--- src/rtl/pio_apb_bridge.sv ---
// APB3 completer in front of the PIO control register file.
// Decodes each word address against the PIO register map, issues a single
// write strobe or a timed read, and answers with a registered APB response.
module pio_apb_bridge #(
    parameter int unsigned RD_WAIT = 1  // cycles read_addr is held before data_out is sampled (0..3)
) (
    input  logic        clk,
    input  logic        rst,        // asynchronous, active-low
    input  logic        psel,
    input  logic        penable,
    input  logic        pwrite,
    input  logic [8:0]  paddr,
    input  logic [31:0] pwdata,
    output logic [31:0] prdata,
    output logic        pready,
    output logic        pslverr,
    output logic [8:0]  write_addr,
    output logic [31:0] data_in,
    output logic        write_en,
    output logic [8:0]  read_addr,
    input  logic [31:0] data_out
);

    typedef enum logic [1:0] {
        IDLE      = 2'd0,
        WRITE     = 2'd1,
        READ_WAIT = 2'd2,
        RESP      = 2'd3
    } state_e;

    localparam logic [1:0] RD_WAIT_CNT = RD_WAIT[1:0];

    state_e      state_q, state_d;
    logic [1:0]  cnt_q, cnt_d;
    logic [8:0]  write_addr_q, write_addr_d;
    logic [31:0] data_in_q, data_in_d;
    logic        write_en_q, write_en_d;
    logic [8:0]  read_addr_q, read_addr_d;
    logic [31:0] prdata_q, prdata_d;
    logic        pready_q, pready_d;
    logic        pslverr_q, pslverr_d;  // doubles as the error flag of the current transfer
    logic        addr_ok;

    // Per-SM writable words; the +0xC offset of each SM block is read-only.
    function automatic logic is_sm_writable(input logic [8:0] a);
        case (a)
            9'h0C8, 9'h0CC, 9'h0D0, 9'h0D8, 9'h0DC,
            9'h0E0, 9'h0E4, 9'h0E8, 9'h0F0, 9'h0F4,
            9'h0F8, 9'h0FC, 9'h100, 9'h108, 9'h10C,
            9'h110, 9'h114, 9'h118, 9'h120, 9'h124: return 1'b1;
            default:                                 return 1'b0;
        endcase
    endfunction

    // The four SM blocks (0x0C8..0x127) and the 0x128..0x140 block are contiguous.
    function automatic logic is_readable(input logic [8:0] a);
        logic hit;
        case (a)
            9'h000, 9'h004, 9'h008, 9'h00C, 9'h030,
            9'h038, 9'h03C, 9'h040, 9'h044: hit = 1'b1;
            default:                         hit = (a >= 9'h0C8) && (a <= 9'h140);
        endcase
        return hit && (a[1:0] == 2'b00);
    endfunction

    function automatic logic is_writable(input logic [8:0] a);
        logic hit;
        case (a)
            9'h000, 9'h008, 9'h030, 9'h038,
            9'h12C, 9'h130, 9'h138, 9'h13C: hit = 1'b1;
            default:                         hit = is_sm_writable(a);
        endcase
        return hit && (a[1:0] == 2'b00);
    endfunction

    // Address check for the transfer presented in the setup phase.
    always_comb begin
        addr_ok = pwrite ? is_writable(paddr) : is_readable(paddr);
    end

    // Next-state and next-output logic; every output is registered from these.
    always_comb begin
        // NOTE: every signal gets a default first so no path can leave one
        // unassigned and infer a latch.
        state_d      = state_q;
        cnt_d        = cnt_q;
        write_addr_d = write_addr_q;
        data_in_d    = data_in_q;
        read_addr_d  = read_addr_q;
        write_en_d   = 1'b0;
        pready_d     = 1'b0;
        pslverr_d    = 1'b0;
        prdata_d     = '0;

        case (state_q)
            IDLE: begin
                if (psel && !penable) begin
                    if (!addr_ok) begin
                        state_d   = RESP;
                        pready_d  = 1'b1;
                        pslverr_d = 1'b1;
                    end else if (pwrite) begin
                        state_d      = WRITE;
                        write_addr_d = paddr;
                        data_in_d    = pwdata;
                        write_en_d   = 1'b1;
                    end else begin
                        state_d     = READ_WAIT;
                        read_addr_d = paddr;
                        cnt_d       = RD_WAIT_CNT;
                    end
                end
            end
            WRITE: begin
                if (!psel) begin
                    state_d = IDLE;
                end else begin
                    state_d  = RESP;
                    pready_d = 1'b1;
                end
            end
            READ_WAIT: begin
                if (!psel) begin
                    state_d = IDLE;
                end else if (cnt_q == 2'd0) begin
                    state_d  = RESP;
                    pready_d = 1'b1;
                    prdata_d = data_out;
                end else begin
                    cnt_d = cnt_q - 2'd1;
                end
            end
            RESP: begin
                state_d = IDLE;
            end
            default: begin
                state_d = IDLE;
            end
        endcase
    end

    // State and output registers.
    always_ff @(posedge clk or negedge rst) begin
        if (!rst) begin
            state_q      <= IDLE;
            cnt_q        <= '0;
            write_addr_q <= '0;
            data_in_q    <= '0;
            write_en_q   <= 1'b0;
            read_addr_q  <= '0;
            prdata_q     <= '0;
            pready_q     <= 1'b0;
            pslverr_q    <= 1'b0;
        end else begin
            // NOTE: non-blocking assignments so every register samples the
            // pre-edge values computed above, independent of statement order.
            state_q      <= state_d;
            cnt_q        <= cnt_d;
            write_addr_q <= write_addr_d;
            data_in_q    <= data_in_d;
            write_en_q   <= write_en_d;
            read_addr_q  <= read_addr_d;
            prdata_q     <= prdata_d;
            pready_q     <= pready_d;
            pslverr_q    <= pslverr_d;
        end
    end

    assign prdata     = prdata_q;
    assign pready     = pready_q;
    assign pslverr    = pslverr_q;
    assign write_addr = write_addr_q;
    assign data_in    = data_in_q;
    assign write_en   = write_en_q;
    assign read_addr  = read_addr_q;

endmodule

--- config.mk ---
export PLATFORM = sky130hd
export DESIGN_NAME = pio_apb_bridge
export DESIGN_NICKNAME = d
export VERILOG_FILES = /design/src/rtl/pio_apb_bridge.sv
export SDC_FILE = /design/constraint.sdc
export NUM_CORES = 1
export LEC_CHECK = 0
export ABC_AREA = 1
export CELL_PAD_IN_SITES_DETAIL_PLACEMENT = 0
export CELL_PAD_IN_SITES_GLOBAL_PLACEMENT = 1
export CORE_MARGIN = 3
export CORE_UTILIZATION = 27
export DETAILED_ROUTE_END_ITERATION = 6
export GPL_ROUTABILITY_DRIVEN = 0
export PLACE_DENSITY = 0.7
export SYNTH_ARGS = -nofsm -noshare
export SYNTH_HDL_FRONTEND = slang
export SYNTH_SLANG_ARGS = --single-unit
--- constraint.sdc ---
create_clock -name clk -period 2.2 [get_ports clk]
set_input_delay 0.22 -clock clk [delete_from_list [all_inputs] [get_ports clk]]
set_output_delay 0.22 -clock clk [all_outputs]
set_load 0.1 [all_outputs]
---- Word level (Yosys, flattened, before mapping) ----
Index checks and enable logic that the tools add are counted.
operators by class
  order comparisons ....................... 2
  reduce and logical (&&, ||, !) cells .... 17
  shift-type cells ........................ 0
  bitwise logic cells ..................... 1
  equality and inequality tests ........... 41
  add/subtract/negate cells ............... 1
  div/mod/pow operators ................... 0
  multipliers ............................. 0
  muxes and demuxes ....................... 31
operators with widths
  cell                                                                                 number
  9-bit by 8-bit == test with 1-bit output, second input constant                      12
  9-bit == test, second input constant                                                 12
  32-bit two-way mux                                                                   3
  9-bit by 6-bit == test with 1-bit output, second input constant                      3
  2-bit two-way mux                                                                    11
  20-bit OR reduction                                                                  1
  9-bit by 4-bit == test with 1-bit output, second input constant                      2
  9-bit by 7-bit == test with 1-bit output, second input constant                      2
  1-bit two-way mux                                                                    14
  2-bit != test, second input constant                                                 5
  9-bit by 3-bit == test with 1-bit output, second input constant                      1
  9-bit by 8-bit greater-or-equal comparator with 1-bit output, second input constant  1
  9-bit <= comparator, second input constant                                           1
  9-bit zero test                                                                      1
  9-bit OR reduction                                                                   1
  2-bit case mux with 4 select lines                                                   1
  4-bit AND reduction                                                                  2
  8-bit OR reduction                                                                   1
  2-bit zero test                                                                      3
  6-bit AND reduction                                                                  1
  2-bit == test, second input constant                                                 2
  1-bit logical AND                                                                    4
  2-bit case mux with 2 select lines                                                   1
  3-bit != test, second input constant                                                 1
  7 further kinds                                                                      7
storage, ports and cells
  RAM bits ................................ 0
  bits in registers ....................... 89
  memories kept ........................... 0
  word-level logic and storage cells ...... 102
  output and inout bits ................... 85
  bits in latches ......................... 0
  memory bits (read-only) ................. 0

---- Depth between registers and ports, before layout ----
Gate-level depths: netlist of the first run.
  word-level depth ........................ 9
  mapped depth ............................ 17

---- Worst setup path after synthesis of the first run ----
Ideal clock, no wire load.
  kind .................................... input to register
  start point ............................. input paddr[4]
  end point ............................... register data_in_q[16], in the netlist data_in[16]
  required time ........................... 2.078 ns
  arrival ................................. 1.508 ns
  path slack .............................. 0.570 ns
  setup time .............................. 0.122 ns
  cell stages on the path ................. 15
  cells stage by stage .................... buf_6 > nor2_2 > nand2_1 > nand2_1 > nand2_1 > nand2_1 > nand2_1 > nand3_2 > nand4_4 > inv_2 > nand2_2 > buf_6 > buf_6 > nand2_1 > nand2_1
between the ends
  word-level cells in the longest chain between the ends .. 7
  elaborated cells on any way between the ends .. 46
  those cells by class .................... 2 x order compare; 32 x eq/ne; 4 x mux; 8 x reduce/logical
ends and longest elaborated chain
  what                                                                              line  source
  from (decl)                                                                       12    input logic [8:0] paddr,
  9-bit by 8-bit == test with 1-bit output / 9-bit == test (equally long branches)  46    case (a)
  20-bit OR reduction                                                               46
  1-bit two-way mux                                                                 46
  1-bit two-way mux                                                                 68    case (a)
  1-bit logical AND                                                                 73    return hit && (a[1:0] == 2'b00);
  1-bit two-way mux (*)                                                             78    addr_ok = pwrite ? is_writable(paddr) : is_readable(paddr);
  4-bit AND reduction (no source line) (*)                                          -
  to (signal assigned)                                                              160   data_in_q <= data_in_d;
  to (decl)                                                                         36    logic [31:0] data_in_q, data_in_d;
Mark *: on every way between the ends. The rest lies on a longest branch, timed or not.
A chain may end at the register's enable or synchronous reset.

---- Worst setup path in the final report of the first run ----
  start point ............................. input paddr[4]
  end point ............................... register data_in_q[5], in the netlist data_in[5]
Same word-level chain as after synthesis.

==> results.cfg, run 1 <==
[outcome]
status = completed

[min_path]
min_path_type = in2async

[route]
drt-wirelength-per-cell_um = 12.4
routed_wl_mm = 9.78
ant_nets = 0
vias = 3234
avgViaCountPerCell = 4.11
first_iter_violations = 160
drc = 0
dr.pass1.iters = 4

[cells_and_area]
multi_input_area_um2 = 1160
layout-drive-gt1-share_pct = 21.3
fillerInstances = 1350
seq_area_um2 = 2230
area_growth_pct = 52.7
finalNetCount = 689
antenna_cells = 0

[power]
total_power_mw = 6.52
ir_drop_mv = 0.392
power_density_nw_per_um2 = 1150
p_leak_nw = 3.19

[sta]
hold_viol = 0
fmax_ghz = 0.536
drv_slew = 0
slew_headroom_pct = 73.1
rsz0062_at_grt = false
min_period_ns = 1.87
setup-violations-final = 0
fin_ws_ns = 0.333
fin_skew_ns = 0.00385
min_period_over_period_pct = 84.9
tightest_slew_ns = 0.403

[global_route]
grt_overflow = 0
grt_pass1_vias = 3146
busiest_layer = met2
groute.layer.met2.usage_pct = 21.4
grt_util_all_layers_pct = 12.7
grt_first_pass_wirelength_mm = 15.0
antenna_found_initial = 0
use_met1_pct = 15.0
grt.met3_usage_pct = 4.85
grt_max_degree = 40

[logic_synthesis]
synthDominantCellAreaShare_pct = 60.2
synthCells = 434
yosys_warnings = 0
ys_top_cells_by_area = dfrtp_1, nand2_1, inv_1
synth_seq_cells = 89
async_flop_share_pct = 100
synth_top_cell_by_area = dfrtp_1
synth_edf_count = 0
synth_most_common_cell = nand2_1
synthTopCellsByCount = nand2_1, dfrtp_1, inv_1, nor2_1, nand3_1
synth_ff_type = dfrtp_1
synth_nets = 517
yosysUniqueCellTypes = 21
syn_area_per_cell_um2 = 8.53
yosysSeqAreaShare_pct = 60.2
netlist_area_um2 = 3700

[placement]
place_ws_ns = -0.0139
dp_hpwl_mm = 7.38
io_buffers = 162

[floorplan]
core_um2 = 13300
chipWidth_um = 123
io-pin-count = 163
start_util_pct = 27.7
rows = 42
die_h_um = 123
die_area_um2 = 15100

[setup_path]
cpMaxStageDelayCell = clkdlybuf4s50_1
r2r_slack_ns = 0.34
critical_path_class = in2reg
required_ns = 2.48
worstPathArrival_ns = 2.14
slowest_delay_ns = 0.53
timing.critical_path.to_type = register
cpMostUsedCell = nand2_1
crit_path_max_fanout = 15
critPathLaunchType = primary input
worstPathCellList = clkdlybuf4s50_1, nor2_2, nand2_1, nand2_1, nand2_1, nand2_1, nand2_1, nand3_2, nand4_4, nor2_4, buf_4, nand2_1, nand2_1

[cts]
cts_tree = built
cts_buffer_depth = 2
insertion_delay_ns = 0.34
cts-buffers-inserted = 9
cts.clk_slew.worst_paths_ns = 0.06
cts_max_level = 3
cts_resized = 0
post_cts_buffers = 0
cts.sinks = 89
root_buffer = clkbuf_16
hold_buffers = 1

[run]
drv_cap = 0
## state kept, by name, indices dropped and copies added, names as in the netlist
signal,count
cnt_q,2
data_in,32
prdata,32
pready,1
pslverr,1
read_addr,9
state_q,2
write_addr,9
write_en,1
## final timing paths
kind | from | end | depth (start not counted)
max | paddr[4] | data_in[5] | 13
min | rst | data_in[18] | 2
max reg2reg | state_q[1] | data_in[5] | 9
min reg2reg | write_addr[5] | write_addr[5] | 2
max in group asynchronous | rst | prdata[26] | 3
min in group clk | data_out[3] | prdata[3] | 3
## placed cells by master, fill, tap and decap left out, types with 2 or more instances in the layout
cell type and n:
nor2_2 3, nand2_1 175, a21oi_1 5, nand4_1 2
nor2_4 2, a31oi_1 2, clkinvlp_4 2, nand3_1 10
dfrtp_1 89, nand2_2 9, clkbuf_16 9, clkinv_2 2
nor2_1 51, buf_12 3, ha_1 5, clkdlybuf4s50_1 76
inv_1 60, o21ai_0 2, buf_4 95
## critical path: cells and delay by family
family / cells / cell delay (ns)
simple gates: 11 / 1.16
buf+inv: 2 / 0.76
## cells by family (layout without fill, tap and decap cells)
kind of cell | count (synthesis) | after routing | synth area share (%)
buffers and inverters | 76 | 253 | 8.59
AOI/OAI and AO/OA | 9 | 9 | 1.28
and+or+nand+nor | 255 | 255 | 28.3
DFF | 89 | 89 | 60.2
adders and majority gates | 5 | 5 | 1.69
## area by class of cell
| type | instances | area share, % |
|---|---|---|
| tap | 176 | 3.90 |
| timing repair buffer | 175 | 27.3 |
| multi-input combinational | 269 | 20.5 |
| inverter | 62 | 4.12 |
| clock buffer | 10 | 4.05 |
| sequential | 89 | 39.4 |
| clock inverter | 6 | 0.753 |
## report_power, final
part / switching (mW) / internal [mW] / leakage, nW
Combinational: 2.38 / 0.654 / 1.86
Clock: 0.645 / 0.767 / 0.129
Sequential: 0.158 / 1.92 / 1.20
Total: 3.18 / 3.34 / 3.19
## per-stage QoR
step / area (um^2) / hold slack (ns) / cells / util (%) / setup TNS, ns
finish: 5650 / 0.353 / 787 / 42.3 / 0
detailed placement: 5370 / 0.177 / 770 / 40.2 / -0.0139
CTS: 5650 / 0.348 / 787 / 42.3 / 0
global route: 5650 / 0.369 / 787 / 42.3 / 0
floorplan: 3700 / -0.0756 / 434 / - / 0
global placement: 5370 / 0.173 / 770 / 40.2 / 0
## metal layers
layer	up-vias	part of all wire (%)
met3	7	8.5
met5	-	0
met4	0	1.2
met1	1507	40
li1	1618	-
met2	102	50
(Power assumes the default switching activity.)
==> run 2: changes to the inputs <==
--- a/config.mk
+++ b/config.mk
@@ -12,7 +12,7 @@
 export CORE_UTILIZATION = 27
 export DETAILED_ROUTE_END_ITERATION = 6
 export GPL_ROUTABILITY_DRIVEN = 0
-export PLACE_DENSITY = 0.7
+export PLACE_DENSITY = 0.73
 export SYNTH_ARGS = -nofsm -noshare
 export SYNTH_HDL_FRONTEND = slang
 export SYNTH_SLANG_ARGS = --single-unit
==> constraint.sdc (replaced) <==
create_clock -name clk -period 1.55 [get_ports clk]
set_input_delay 0.155 -clock clk [delete_from_list [all_inputs] [get_ports clk]]
set_output_delay 0.155 -clock clk [all_outputs]
set_load 0.1 [all_outputs]
==> results.cfg, run 2 (synthesis results as in run 1) <==
[route]
drc = 0
dr.pass1.iters = 4
first_iter_violations = 120
routed_wl_mm = 10.4
ant_nets = 0
avgViaCountPerCell = 4.14
vias = 3359
drt-wirelength-per-cell_um = 12.8

[power]
total_power_mw = 10.5
p_leak_nw = 3.59
ir_drop_mv = 0.697
power_density_nw_per_um2 = 1500

[sta]
setup_tns_ns = 0
min_period_over_period_pct = 92.9
fin_ws_ns = 0.110
hold_viol = 0
whs_ns = 0.215
fin_skew_ns = 0.00778
min_period_ns = 1.44
fmax_ghz = 0.694
tightest_slew_ns = 0.324
slew_headroom_pct = 78.4
setup-violations-final = 0
drv_slew = 0

[cts]
cts_buffer_depth = 2
root_buffer = clkbuf_16
cts_tree = built
cts.sinks = 89
cts-buffers-inserted = 9
cts_max_level = 3
cts.clk_slew.worst_paths_ns = 0.06
insertion_delay_ns = 0.34

[setup_path]
cpMostUsedCell = inv_2
required_ns = 1.82
crit_path_max_fanout = 13
slowest_delay_ns = 0.39
cpMaxStageDelayCell = dfrtp_1
worstPathCellList = inv_2, ha_4, inv_2, nor2_4, inv_2, nor2_4, buf_6, buf_12, nand2_1, nand2_1
timing.critical_path.to_type = register
path_delay_family = buffers and inverters
critPathLaunchType = register
critical_path_class = reg2reg
worstPathBufferInverterCount = 5
worstPathArrival_ns = 1.71

[global_route]
antenna_found_initial = 0
grt_overflow = 0
grt_first_pass_wirelength_mm = 16.3
grt_max_degree = 40
grt_util_all_layers_pct = 13.9
grt_pass1_vias = 3294

[run]
drv_cap = 0

[cells_and_area]
antenna_cells = 0
final_common_cell = nand2_1
layout_common_cells = nand2_1, buf_12, dfrtp_1
final_core_util_pct = 52.5
area_growth_pct = 89.2
layout-drive-gt1-share_pct = 26.3
fillerInstances = 1207
stdcell_count = 811
finalNetCount = 713
fin_area_um2 = 7000

[floorplan]
core_um2 = 13300
chipWidth_um = 123
io-pin-count = 163
rows = 42
die_area_um2 = 15100
die_h_um = 123
start_util_pct = 27.7

[min_path]
min_path_type = in2reg

[placement]
placed_area_um2 = 6630
place_ws_ns = -0.579
placed_cells = 789
dp_hpwl_mm = 8.00
io_buffers = 162

[outcome]
status = completed
[run 2: worst paths after layout]
| check | start | to | slack (ns) | cells after the start |
|---|---|---|---|---|
| worst max-delay path | state_q[1] | data_in[31] | 0.11 | 10 |
| worst min-delay path | paddr[6] | read_addr[6] | 0.21 | 4 |
| worst max register to register | state_q[1] | data_in[31] | 0.11 | 10 |
| worst min register to register | cnt_q[1] | cnt_q[1] | 0.49 | 2 |
| max in group asynchronous | rst | prdata[30] | 0.76 | 3 |
| min in group asynchronous | rst | state_q[1] | 0.29 | 2 |
[run 2: power breakdown]
group	switching (mW)	internal, mW
combinational	3.46	1.92
clock	0.889	1.09
sequential	0.395	2.73
[run 2: worst min-delay path: stages]
cell and delay, ns:
clkbuf_2 0.15, buf_4 0.12, nand2_1 0.04, nand2_1 0.05
[run 2: cell type report]
| type | instances | area [um^2] | area share (%) |
|---|---|---|---|
| clock buffer | 12 | 236 | 3.38 |
| timing repair buffer | 199 | 2860 | 40.9 |
| inverter | 62 | 233 | 3.32 |
| tap | 176 | 220 | 3.14 |
| clock inverter | 4 | 28.8 | 0.411 |
| multi-input combinational | 269 | 1200 | 17.1 |
| sequential | 89 | 2230 | 31.8 |
[run 2: timing repair]
item                                    CTS  global route
hold buffers                              1             0
pin swaps                                 2             9
resized for setup                        13            22
endpoints found under the hold margin    19             0
cloned                                    1             1
buffers inserted                          3             0
endpoints found under the setup margin   55            53
[run 2: per-layer routing]
metal | wire length, um | share of wire (%) | GRT usage (%)
met1 | 4140 | 40 | 16.6
met2 | 5110 | 49 | 22.5
met3 | 992 | 9.5 | 5.40
met4 | 163 | 1.6 | 5.74
met5 | 0 | 0 | 0
==> run 3: changes to the inputs <==
--- a/config.mk
+++ b/config.mk
@@ -5,14 +5,14 @@
 export SDC_FILE = /design/constraint.sdc
 export NUM_CORES = 1
 export LEC_CHECK = 0
-export ABC_AREA = 1
+export ABC_AREA = 0
 export CELL_PAD_IN_SITES_DETAIL_PLACEMENT = 0
 export CELL_PAD_IN_SITES_GLOBAL_PLACEMENT = 1
 export CORE_MARGIN = 3
 export CORE_UTILIZATION = 27
 export DETAILED_ROUTE_END_ITERATION = 6
 export GPL_ROUTABILITY_DRIVEN = 0
-export PLACE_DENSITY = 0.73
+export PLACE_DENSITY = 0.69
 export SYNTH_ARGS = -nofsm -noshare
 export SYNTH_HDL_FRONTEND = slang
 export SYNTH_SLANG_ARGS = --single-unit
==> results.cfg, run 3 <==
[route]
ant_nets = 0
first_iter_violations = 121
avgViaCountPerCell = 4.35
dr.pass1.iters = 6
drt-wirelength-per-cell_um = 16.7
vias = 2793
drc = 0
routed_wl_mm = 10.7

[floorplan]
rows = 41
die_area_um2 = 14400
chipWidth_um = 120
start_util_pct = 27.8
die_h_um = 120
io-pin-count = 163
core_um2 = 12700

[setup_path]
path_delay_family = flip-flops
cpMaxStageDelayCell = dfrtp_1
r2r-end = data_in[21]
r2r_slack_ns = -0.21
worstPathArrival_ns = 1.98
crit_path_max_fanout = 8
required_ns = 1.77
timing.critical_path.to_type = register
critical_path_class = reg2reg
slowest_delay_ns = 0.39
critPathLaunchType = register
cpMostUsedCell = buf_12
r2r-start = state_q[1]
worstRegToRegCells = 8
worstPathCellList = inv_2, ha_4, and3b_2, nand2_2, a21oi_4, buf_12, buf_12, mux2_4
worstPathBufferInverterCount = 3

[cells_and_area]
final_common_cell = buf_12
layout_common_cells = buf_12, dfrtp_1, clkdlybuf4s50_1
final_core_util_pct = 58.0
finalNetCount = 550
layout-drive-gt1-share_pct = 51.5
antenna_cells = 0
area_growth_pct = 109

[sta]
fmax_ghz = 0.568
drv_slew = 0
min_period_over_period_pct = 114
setup-violations-final = 54
min_period_ns = 1.76
fin_skew_ns = 0.00537
fin_ws_ns = -0.210
tightest_slew_ns = 0.519
rsz0062_at_grt = true
slew_headroom_pct = 65.4
hold_viol = 0

[global_route]
grt_overflow = 0
antenna_found_initial = 0
grt_max_degree = 90
grt_util_all_layers_pct = 15.3
grt_pass1_vias = 3026
grt_first_pass_wirelength_mm = 16.9

[logic_synthesis]
yosys_warnings = 0
synth_edf_count = 0
yosysSeqAreaShare_pct = 63.3
yosysUniqueCellTypes = 37
synth_ff_type = dfrtp_1
synth_top_cell_by_area = dfrtp_1
async_flop_share_pct = 100
synthDominantCellAreaShare_pct = 63.3
synth_seq_cells = 89
syn_area_per_cell_um2 = 14.0
netlist_area_um2 = 3520
synthCells = 252
ys_top_cells_by_area = dfrtp_1, mux2_1, and2_1
synth_most_common_cell = dfrtp_1
synth_nets = 335
synthTopCellsByCount = dfrtp_1, mux2_1, and2_1, nand2_1, mux2_4

[cts]
cts_max_level = 3
cts_buffer_depth = 2
root_buffer = clkbuf_16
cts_tree = built
cts.clk_slew.worst_paths_ns = 0.06
cts-buffers-inserted = 9
insertion_delay_ns = 0.34
cts.sinks = 89

[placement]
place_ws_ns = -0.837
io_buffers = 162
dp_hpwl_mm = 7.42

[outcome]
failed_checks = setup timing
status = complete, but fails checks

[min_path]
hp-start = paddr[4]
min_path_type = in2reg
hold_path_depth = 3
hold-path-endpoint = read_addr[4]

[power]
ir_drop_mv = 0.914
power_density_nw_per_um2 = 1400
p_leak_nw = 3.34

[run]
drv_cap = 0
==> run 3: cell count changes after synthesis, moves of 3 or more <==
cell	previous run	this run
nand2_1	175	10
inv_1	60	5
nor2_1	51	5
mux2_1	0	40
and2_1	0	34
nand2_2	9	0
mux2_4	0	7
nand3_1	10	4
nor2b_1	0	5
buf_2	8	5
nor2_2	3	0
o31ai_1	0	3
==> run 3: cell families after synthesis <==
group	after synthesis	share of synthesized area (%)
AOI/OAI and AO/OA	18	3.62
xor gates and xnor gates	1	0.249
adders and majority gates	5	1.78
buffers and inverters	16	2.31
DFF	89	63.3
muxes	49	16.3
and+or+nand+nor	74	12.4
==> run 3: what timing repair did <==
| action | 4_1_cts | 5_1_grt |
|---|---|---|
| hold endpoints to repair | 89 | 0 |
| setup endpoints to repair | 89 | 87 |
| gates resized for setup | 74 | 16 |
| hold buffers | 1 | 0 |
| cloned | 7 | 0 |
| pin swaps | 19 | 15 |
| buffers inserted | 9 | 5 |
==> run 3: how the worst max path moves through the flow <==
| stage | from | endpoint | cells past startpoint |
|---|---|---|---|
| global placement | paddr[4] | data_in[0] | 8 |
| global route | state_q[0] | data_in[1] | 8 |
| detailed placement | paddr[4] | data_in[9] | 8 |
| floorplan | paddr[3] | read_addr[2] | 7 |
| CTS | state_q[0] | data_in[5] | 9 |
| finish | state_q[1] | data_in[21] | 8 |
==> run 3: per-layer routing <==
layer  routed length, um  vias up  global-route usage [%]
met1                4490     1397                    19.3
met5                   0        -                       0
met2                5530       81                    25.6
li1                    -     1302                       -
met3                 485       13                    3.09
met4                 205        0                    6.87
==> run 3: metrics by stage <==
stage	std cells	hold slack (ns)	TNS [ns]	total power, mW	cell area, um^2
floorplan	252	-0.141	-12.83	5.79	3720
global placement	612	0.239	-41.43	7.88	6630
detailed placement	612	0.243	-44.53	7.92	6630
CTS	642	0.165	-11.94	10.4	7340
global route	642	0.185	-12.78	10.7	7350
finish	642	0.183	-9.40	10.3	7350
==> run 3: cell type report <==
| type | instances | area, um^2 |
|---|---|---|
| inverters | 5 | 18.8 |
| multi-input cells | 147 | 1550 |
| fillers | 1011 | 5320 |
| clock inverters | 3 | 42.5 |
| repair buffers | 215 | 3050 |
| well taps | 172 | 215 |
| clock buffers | 11 | 243 |
| flip-flops and latches | 89 | 2230 |
==> run 3: tightest hold or removal path, stage by stage <==
cell and delay [ns]:
buf_2 0.11, buf_4 0.11, mux2_4 0.12
==> run 3: report_power, final <==
group          internal, mW  switching, mW  leakage [nW]
logic                  2.19           2.94          1.98
clock network          1.27          0.873         0.137
registers              2.67          0.349          1.22
total                  6.13           4.16          3.34
